===== config.mk =====
export PLATFORM = sky130hd
export DESIGN_NAME = instruction_encoder_flat
export DESIGN_NICKNAME = d
export VERILOG_FILES = /design/src/rtl/instr_pkg.sv /design/src/rtl/instruction_encoder_if.sv /design/src/rtl/encoder_fifo.sv /design/src/rtl/instruction_encoder.sv /design/src/flat_wrapper.sv
export SDC_FILE = /design/constraint.sdc
export NUM_CORES = 1
export LEC_CHECK = 0
export ABC_AREA = 1
export CORE_MARGIN = 2
export CORE_UTILIZATION = 55
export CTS_CLUSTER_DIAMETER = 200
export DETAILED_ROUTE_END_ITERATION = 8
export PLACE_DENSITY = 0.9
export SLEW_MARGIN = 0
export SYNTH_ARGS = -nofsm -noshare
export SYNTH_HDL_FRONTEND = slang
export SYNTH_SLANG_ARGS = --single-unit

===== constraint.sdc =====
create_clock -name clk -period 3.5 [get_ports clk]
set_input_delay 0.875 -clock clk [delete_from_list [all_inputs] [get_ports clk]]
set_output_delay 0.875 -clock clk [all_outputs]
set_load 0.005 [all_outputs]

===== src/rtl/instr_pkg.sv =====
// Shared constants for the instruction encoder: opcodes, field positions and FSM states.
package instr_pkg;
  localparam logic [3:0] OP_SRC_REG = 4'b0010;
  localparam logic [3:0] OP_BRANCH  = 4'b0011;

  // Field positions in the default 32-bit word.
  localparam int OPCODE_LSB = 28;
  localparam int CC_LSB     = 24;
  localparam int SRC_LSB    = 12;
  localparam int DEST_LSB   = 0;

  // Word bits 27 and 26 expressed as indices into the 4-bit cc field.
  localparam int CC_FORCE_IDX = 27 - CC_LSB;
  localparam int CC_DROP_IDX  = 26 - CC_LSB;

  typedef enum logic [1:0] {
    ST_IDLE = 2'd0,
    ST_LOAD = 2'd1,
    ST_DONE = 2'd2
  } state_t;
endpackage


===== src/rtl/instruction_encoder_if.sv =====
// Field-input and instruction-memory write handshakes of the encoder.
interface instruction_encoder_if #(
  parameter int ADDRESS_WIDTH = 12,
  parameter int DATA_WIDTH    = 32
);
  logic                     in_valid;
  logic                     in_ready;
  logic [3:0]               in_opcode;
  logic [3:0]               in_cc;
  logic [ADDRESS_WIDTH-1:0] in_src;
  logic [ADDRESS_WIDTH-1:0] in_dest;
  logic                     mem_we;
  logic                     mem_ready;
  logic [ADDRESS_WIDTH-1:0] mem_adrs;
  logic [DATA_WIDTH-1:0]    mem_wdata;

  modport master (
    output in_valid, in_opcode, in_cc, in_src, in_dest, mem_ready,
    input  in_ready, mem_we, mem_adrs, mem_wdata
  );

  modport slave (
    input  in_valid, in_opcode, in_cc, in_src, in_dest, mem_ready,
    output in_ready, mem_we, mem_adrs, mem_wdata
  );
endinterface


===== src/rtl/encoder_fifo.sv =====
// Encoded-word FIFO; a push while full is accepted when a pop frees the slot in the same cycle.
module encoder_fifo #(
  parameter int WIDTH = 32,
  parameter int DEPTH = 4
) (
  input  logic             clk,
  input  logic             reset,
  input  logic             push,
  input  logic             pop,
  input  logic [WIDTH-1:0] wdata,
  output logic [WIDTH-1:0] rdata,
  output logic             full,
  output logic             empty
);
  localparam int PW = $clog2(DEPTH);

  logic [PW:0]                 wr_ptr, rd_ptr;
  logic [DEPTH-1:0][WIDTH-1:0] mem;
  logic                        do_push, do_pop;

  assign empty   = (wr_ptr == rd_ptr);
  assign full    = (wr_ptr[PW] != rd_ptr[PW]) && (wr_ptr[PW-1:0] == rd_ptr[PW-1:0]);
  assign do_pop  = pop && !empty;
  assign do_push = push && (!full || do_pop);
  assign rdata   = mem[rd_ptr[PW-1:0]];

  always_ff @(posedge clk) begin
    if (reset) begin
      wr_ptr <= '0;
      rd_ptr <= '0;
    end else begin
      if (do_push) wr_ptr <= wr_ptr + (PW+1)'(1);
      if (do_pop)  rd_ptr <= rd_ptr + (PW+1)'(1);
    end
  end

  always_ff @(posedge clk) begin
    if (do_push) mem[wr_ptr[PW-1:0]] <= wdata;
  end
endmodule


===== src/rtl/instruction_encoder.sv =====
// Packs instruction fields into words and streams them to instruction memory.
// Optional field checking is enabled with the ENCODER_CHECK_EN macro.
module instruction_encoder
  import instr_pkg::*;
#(
  parameter int DATA_WIDTH    = 32,
  parameter int ADDRESS_WIDTH = 12,
  parameter int FIFO_DEPTH    = 4
) (
  input  logic                     clk,
  input  logic                     reset,
  input  logic                     start,
  input  logic [ADDRESS_WIDTH-1:0] base_adrs,
  input  logic [ADDRESS_WIDTH-1:0] count,
  instruction_encoder_if.slave     bus,
  output logic                     busy,
  output logic                     done,
  output logic [7:0]               err_count
);
  localparam int AW = ADDRESS_WIDTH;

  state_t          state, state_d;
  logic [AW-1:0]   cnt_q, accepted, retired, adrs_q;
  logic [3:0]      cc_eff;
  logic            drop, accept, push, pop, start_load;
  logic            full, empty;
  logic [DATA_WIDTH-1:0] word, head;

  always_comb begin
    cc_eff = bus.in_cc;
    drop   = 1'b0;
`ifdef ENCODER_CHECK_EN
    if (bus.in_opcode == OP_SRC_REG) cc_eff[CC_FORCE_IDX] = 1'b1;
    if (bus.in_opcode == OP_BRANCH && bus.in_cc[CC_DROP_IDX]) drop = 1'b1;
`endif
  end

  assign word       = DATA_WIDTH'({bus.in_opcode, cc_eff, bus.in_src, bus.in_dest});
  assign start_load = (state == ST_IDLE) && start;
  assign bus.in_ready = (state == ST_LOAD) && !full && (accepted < cnt_q);
  assign accept     = bus.in_valid && bus.in_ready;
  assign push       = accept && !drop;
  assign pop        = bus.mem_we && bus.mem_ready;

  encoder_fifo #(.WIDTH(DATA_WIDTH), .DEPTH(FIFO_DEPTH)) u_fifo (
    .clk   (clk),
    .reset (reset),
    .push  (push),
    .pop   (pop),
    .wdata (word),
    .rdata (head),
    .full  (full),
    .empty (empty)
  );

  assign bus.mem_we    = !empty;
  assign bus.mem_wdata = empty ? '0 : head;
  assign bus.mem_adrs  = adrs_q;
  assign busy          = (state != ST_IDLE);
  assign done          = (state == ST_DONE);

  always_ff @(posedge clk) begin
    if (reset) state <= ST_IDLE;
    else       state <= state_d;
  end

  always_comb begin
    state_d = state;
    case (state)
      ST_IDLE: if (start) state_d = (count == '0) ? ST_DONE : ST_LOAD;
      ST_LOAD: if (retired == cnt_q) state_d = ST_DONE;
      ST_DONE: state_d = ST_IDLE;
      default: state_d = ST_IDLE;
    endcase
  end

  // A pop and a drop can land in the same cycle, so retired may advance by two.
  always_ff @(posedge clk) begin
    if (reset) begin
      cnt_q    <= '0;
      accepted <= '0;
      retired  <= '0;
      adrs_q   <= '0;
    end else if (start_load) begin
      cnt_q    <= count;
      accepted <= '0;
      retired  <= '0;
      adrs_q   <= base_adrs;
    end else begin
      if (accept) accepted <= accepted + AW'(1);
      retired <= retired + AW'(pop) + AW'(accept && drop);
      if (pop) adrs_q <= adrs_q + AW'(1);
    end
  end

`ifdef ENCODER_CHECK_EN
  logic [7:0] err_q;
  always_ff @(posedge clk) begin
    if (reset)                                    err_q <= 8'h00;
    else if (accept && drop && err_q != 8'hFF)    err_q <= err_q + 8'd1;
  end
  assign err_count = err_q;
`else
  assign err_count = 8'h00;
`endif
endmodule


===== src/flat_wrapper.sv =====
// flat-port wrapper written by rule: the top's interface ports become plain ports
module instruction_encoder_flat import instr_pkg::*;
#(
  parameter int DATA_WIDTH    = 32,
  parameter int ADDRESS_WIDTH = 12,
  parameter int FIFO_DEPTH    = 4
)
  (clk, reset, start, base_adrs, count, busy, done, err_count, bus_in_valid, bus_in_opcode, bus_in_cc, bus_in_src, bus_in_dest, bus_mem_ready, bus_in_ready, bus_mem_we, bus_mem_adrs, bus_mem_wdata);
  instruction_encoder_if #(.ADDRESS_WIDTH(ADDRESS_WIDTH), .DATA_WIDTH(DATA_WIDTH)) bus_i ();
  input  logic clk;
  input  logic reset;
  input  logic start;
  input  logic [ADDRESS_WIDTH-1:0] base_adrs;
  input  logic [ADDRESS_WIDTH-1:0] count;
  output logic busy;
  output logic done;
  output logic [7:0] err_count;
  input wire logic [$bits(bus_i.in_valid)-1:0] bus_in_valid;
  input wire logic [$bits(bus_i.in_opcode)-1:0] bus_in_opcode;
  input wire logic [$bits(bus_i.in_cc)-1:0] bus_in_cc;
  input wire logic [$bits(bus_i.in_src)-1:0] bus_in_src;
  input wire logic [$bits(bus_i.in_dest)-1:0] bus_in_dest;
  input wire logic [$bits(bus_i.mem_ready)-1:0] bus_mem_ready;
  output wire logic [$bits(bus_i.in_ready)-1:0] bus_in_ready;
  output wire logic [$bits(bus_i.mem_we)-1:0] bus_mem_we;
  output wire logic [$bits(bus_i.mem_adrs)-1:0] bus_mem_adrs;
  output wire logic [$bits(bus_i.mem_wdata)-1:0] bus_mem_wdata;
  assign bus_i.in_valid = bus_in_valid;
  assign bus_i.in_opcode = bus_in_opcode;
  assign bus_i.in_cc = bus_in_cc;
  assign bus_i.in_src = bus_in_src;
  assign bus_i.in_dest = bus_in_dest;
  assign bus_i.mem_ready = bus_mem_ready;
  assign bus_in_ready = bus_i.in_ready;
  assign bus_mem_we = bus_i.mem_we;
  assign bus_mem_adrs = bus_i.mem_adrs;
  assign bus_mem_wdata = bus_i.mem_wdata;
  instruction_encoder #(.DATA_WIDTH(DATA_WIDTH), .ADDRESS_WIDTH(ADDRESS_WIDTH), .FIFO_DEPTH(FIFO_DEPTH)) u_core (.clk(clk), .reset(reset), .start(start), .base_adrs(base_adrs), .count(count), .bus(bus_i), .busy(busy), .done(done), .err_count(err_count));
endmodule

Word level (Yosys, flattened, before mapping)
Cells that the tools add are included.
{ "op_classes": {"add_sub_neg": 5, "order_cmp": 4, "n_eq_ne": 8, "mux": 12, "reduce_logical": 18} }
{ "op_table": {"columns": ["op", "count"], "rows": [
  ["$bwmux W128", 1],
  ["$mux W32", 3],
  ["$bmux W32 S2", 1],
  ["$demux W32 S2", 1],
  ["$add A12 B1 Y12 const B", 2],
  ["$mux W12", 2],
  ["$add A12 B1 Y12", 1],
  ["$eq A12 B12 Y1", 1],
  ["$logic_not A12 Y1", 1],
  ["$lt A12 B12 Y1", 1],
  ["$logic_and A1 B1 Y1", 9],
  ["$add A3 B1 Y3 const B", 2],
  ["$lt A2 B3 Y1 const B", 2],
  ["$mux W2", 3],
  ["$ne A2 B2 Y1 const B", 2],
  ["$pmux W2 S2", 1],
  ["$reduce_bool A2 Y1", 2],
  ["$eq A3 B3 Y1", 1],
  ["$eq A2 B1 Y1 const B", 1],
  ["$eq A2 B2 Y1", 1],
  ["$eq A2 B2 Y1 const B", 1],
  ["$ge A2 B1 Y1 const B", 1],
  ["$logic_not A1 Y1", 2],
  ["$logic_not A2 Y1", 1],
  ["other kinds (4)", 4]
]} }
{ "totals": {"reg_bits": 184, "inputBits": 61, "output_inout_bits": 56, "elab_cells": 58} }

Depth between registers and ports, before layout
{ "logic_depth": {"word_depth": 7, "depth_mapped": 18, "mapped_depth_nobuf": 18} }

Cells and area by module
A second synthesis with hierarchy kept.
{ "hier_totals": {"cells_unflattened": 898, "area_unflattened_um2": 8478.1} }
{ "modules_own_cells": {"columns": ["mod", "instances", "cells_per_inst", "area_each_um2", "seq_area_each_um2"], "rows": [
  ["encoder_fifo", 1, 374, 5198.7, 3963.8],
  ["instruction_encoder", 1, 524, 3279.4, 1001.0]
]} }

Worst setup path before layout
No wires, ideal clock.
{ "synth_path": {"path_kind": "register to register", "from": "register u_core.cnt_q[11]", "to": "register u_core.u_fifo.mem[100] (netlist name), enable pin", "setup_time_ns": 0.421, "arrival_ns": 2.722, "required_time_ns": 3.079, "setup_slack_ns": 0.357, "stages_incl_launch_ff": 13, "n_path_buf": 1, "synth_period_minus_slack_ns": 3.143, "cell_sequence": "dfxtp_1 -> inv_1 -> ha_1 -> nand2_1 -> nand2_1 -> nor2_1 -> nand2_1 -> inv_1 -> nand2_2 -> nor2_4 -> nand3_2 -> buf_2 -> nor2_1"} }
{ "synth_between": {"elab_chain_len": 4} }
{ "synth_rtl": {"columns": ["element", "line", "text"], "rows": [
  ["from (decl)", "instruction_encoder.sv:23", "logic [AW-1:0] cnt_q, accepted, retired, adrs_q;"],
  ["from (signal assigned)", "instruction_encoder.sv:85", "cnt_q <= count;"],
  ["$lt A12 B12 Y1", "instruction_encoder.sv:40", "assign bus.in_ready = (state == ST_LOAD) && !full && (accepted < cnt_q);"],
  ["$logic_and A1 B1 Y1", "instruction_encoder.sv:40", null],
  ["$logic_and A1 B1 Y1", "instruction_encoder.sv:41", "assign accept = bus.in_valid && bus.in_ready;"],
  ["$logic_and A1 B1 Y1", "encoder_fifo.sv:24", "assign do_push = push && (!full || do_pop);"],
  ["to (signal, indexed assignment)", "encoder_fifo.sv:38", "if (do_push) mem[wr_ptr[PW-1:0]] <= wdata;"],
  ["to (decl)", "encoder_fifo.sv:18", "logic [DEPTH-1:0][WIDTH-1:0] mem;"]
]} }
No other way between the ends.
A chain may end at the register's enable or synchronous reset.

Final worst setup path
{ "layout_path": {"from": "register u_core.u_fifo.rd_ptr[0]", "to": "output port bus_mem_wdata[13]"} }
{ "layout_between": {"elab_chain_len": 3, "word_cells_on_any_way": 4, "cone_classes": "eq/ne: 1; mux: 3"} }
{ "layout_rtl": {"columns": ["element", "line", "text"], "rows": [
  ["from (decl)", "encoder_fifo.sv:17", "logic [PW:0] wr_ptr, rd_ptr;"],
  ["from (signal assigned)", "encoder_fifo.sv:33", "if (do_pop) rd_ptr <= rd_ptr + (PW+1)'(1);"],
  ["$bmux W32 S2", "encoder_fifo.sv:25", "assign rdata = mem[rd_ptr[PW-1:0]];"],
  ["$mux W32 (not written as such)", "encoder_fifo.sv:25", null],
  ["$mux W32 (*)", "instruction_encoder.sv:57", "assign bus.mem_wdata = empty ? '0 : head;"],
  ["to (decl)", "flat_wrapper.sv:27", "output wire logic [$bits(bus_i.mem_wdata)-1:0] bus_mem_wdata;"]
]} }
Mark *: on every way between the ends. The rest lies on a longest branch, timed or not. The select of a mux whose other input is x is not followed.

==> results.tsv <==
metric	value	unit
synth.cell_area	8450	um^2
layout_common_cells	nand2_1, nor2_1, edfxtp_1	
synth_compound_area_share	11.0	%
timing.setup.tns	0	ns
tightest_slew	0.676	ns
crit_type	register to output port	
setup_viol	0	
synth_top_family_by_area	simple AND/OR/NAND/NOR gates	
fmax	299	MHz
hp-class	register to register	
ys_seq_area_share	58.7	%
synth.avg_cell_area	9.25	um^2
post_cts_buffers	0	
end_kind	output port	
rsz0062_at_grt	no	
fin_worst_skew	0.00945	ns
max-vdd-ir-drop	0.000538	V
hold_violations	0	
numCtsBuffers	17	
maxSlewViolCount	0	
vias_per_cell	5.54	
synthArstFlopShare	0	%
synth_xor_area_share	0.933	%
synthCells	914	
fin_crit_sh	95.4	%
nets	1102	
dieWidth	128	um
stdcell_area	10300	um^2
grt_max_degree	55	
core	15100	um^2
cp-start-kind	register	
ctsLongestPathBuffers	2	
design.die.area	16400	um^2
dpl_cell_area	9730	um^2
numPortBuffers	108	
clockRootBuffer	clkbuf_16	
drc_errors	0	
cts.sinks	184	
synth.distinct_cells	37	
antennaDiodeCount	0	
grt_pass1_vias	6396	
start_util	56.0	%
ctsHoldBuffers	0	
antenna_found_initial	0	
ys.warnings.count	0	
drtIter0Drc	630	
ant_nets	0	
layout-drive-gt1-share	7.35	%
synthMuxAreaShare	0	%
tritoncts	yes	
cts.repair.resized	0	
overflow	0	
clock_latency	0.43	ns
cts.htree.levels	4	
p_leak	3.98	nW
synth-simple-area-share	18.9	%
arrival	2.47	ns
maxSlewHeadroom	54.9	%
area_growth_syn_to_layout	21.9	%
fp.dieH	128	um
drv_cap	0	
yosys_most_used_dff	edfxtp_1	
synth_adder_area_share	2.96	%
track_usage	24.3	%
ios	117	
rows	45	
nFillCells	1083	
hpwl	12700	um
utilization	68.3	%
status	finished clean	
place_congestion	0.851	
grt_pass1_wl	31000	um
synth_seq_cells	184	
drtPass1Iterations	5	
synth_edf_count	128	
powerDensity	554	nW/um^2
worstPathMaxFanout	34	
final_common_cell	nand2_1	
period_needed	3.34	ns
cp.required	2.62	ns
num_vias	6771	
path_clk_slew	0.07	ns
wl_per_cell	15.9	um
wl	19400	um
final cells by class:
class | count | area (um^2) | share of cell area (%)
Timing Repair Buffer | 127 | 1240 | 12.0
Sequential cell | 184 | 4970 | 48.2
Clock buffer | 17 | 425 | 4.13
Clock inverter | 15 | 144 | 1.40
Multi-Input combinational cell | 585 | 2900 | 28.1
Inverter | 106 | 398 | 3.86
Tap cell | 188 | 235 | 2.28
final timing paths:
kind / from / to / slack, ns / depth (start not counted)
worst min-delay path: u_core.u_fifo.rd_ptr[2] / u_core.u_fifo.rd_ptr[2] / 0.49 / 2
worst max-delay path: u_core.u_fifo.rd_ptr[0] / bus_mem_wdata[13] / 0.16 / 7
worst min register to register: u_core.u_fifo.rd_ptr[2] / u_core.u_fifo.rd_ptr[2] / 0.49 / 2
worst max register to register: u_core.u_fifo.rd_ptr[0] / u_core.retired[10] / 0.41 / 17
per-stage QoR:
stage          worst slack (ns)  std cells  hold slack (ns)  power, mW
2_1_floorplan             0.357        921            0.454       3.24
3_3_place_gp              0.490       1190            0.480       3.84
4_1_cts                   0.164       1222            0.490       5.73
5_1_grt                  0.0167       1222            0.519       5.97
6_report                  0.159       1222            0.490       5.70
3_5_place_dp              0.358       1190            0.478       3.89
worst max-delay path, cell delays in order, from the launching register on:
cell             delay (ns)
dfxtp_2                0.40
inv_2                  0.23
nand2_1                0.09
nand2_1                0.14
nand3_4                0.39
nand2_1                0.24
inv_1                  0.09
clkdlybuf4s50_1        0.44
cells in the mapped netlist, types with 9 or more instances:
cell / number / area (um^2)
buf_4: 9 / 67.6
nor2_1: 132 / 495
clkbuf_1: 28 / 105
o22ai_1: 32 / 200
dfxtp_1: 56 / 1120
nand3_1: 24 / 120
edfxtp_1: 128 / 3840
nand4_1: 24 / 150
ha_1: 20 / 250
o21ai_0: 91 / 455
a21oi_1: 41 / 205
inv_1: 101 / 379
nand2_1: 174 / 653
cells by family (layout without fill, tap and decap cells):
logic type,count (synthesis),after routing
DFF,184,184
and+or+nand+nor,375,375
other,1,8
xor gates and xnor gates,9,9
adders and majority gates,20,20
buffers and inverters,152,265
AOI/OAI and AO/OA,173,173
where the power goes:
group / switching, mW / leakage (nW) / internal, mW / total, mW
logic: 0.761 / 2.09 / 0.618 / 1.38
registers: 0.0658 / 1.61 / 2.41 / 2.47
clock network: 0.899 / 0.281 / 0.951 / 1.85
total: 1.73 / 3.98 / 3.98 / 5.70
per-layer routing:
layer  wire [um]  GRT usage (%)  vias up  share of wire (%)
li1            -              -     3268                  -
met1        7920           29.9     3184                 41
met2        9830           41.7      271                 51
met3        1080           4.55       48                5.6
met4         584           11.5        0                3.0
met5           0              0        -                  0
registers in the layout (all words and copies together) (netlist names):
name / count
u_core.u_fifo.wr_ptr: 3
u_core.retired: 12
u_core.bus.mem_adrs: 12
u_core.u_fifo.mem: 128
u_core.accepted: 12
u_core.state: 2
u_core.cnt_q: 12
u_core.u_fifo.rd_ptr: 3
Power figures use the tool's default switching activity.
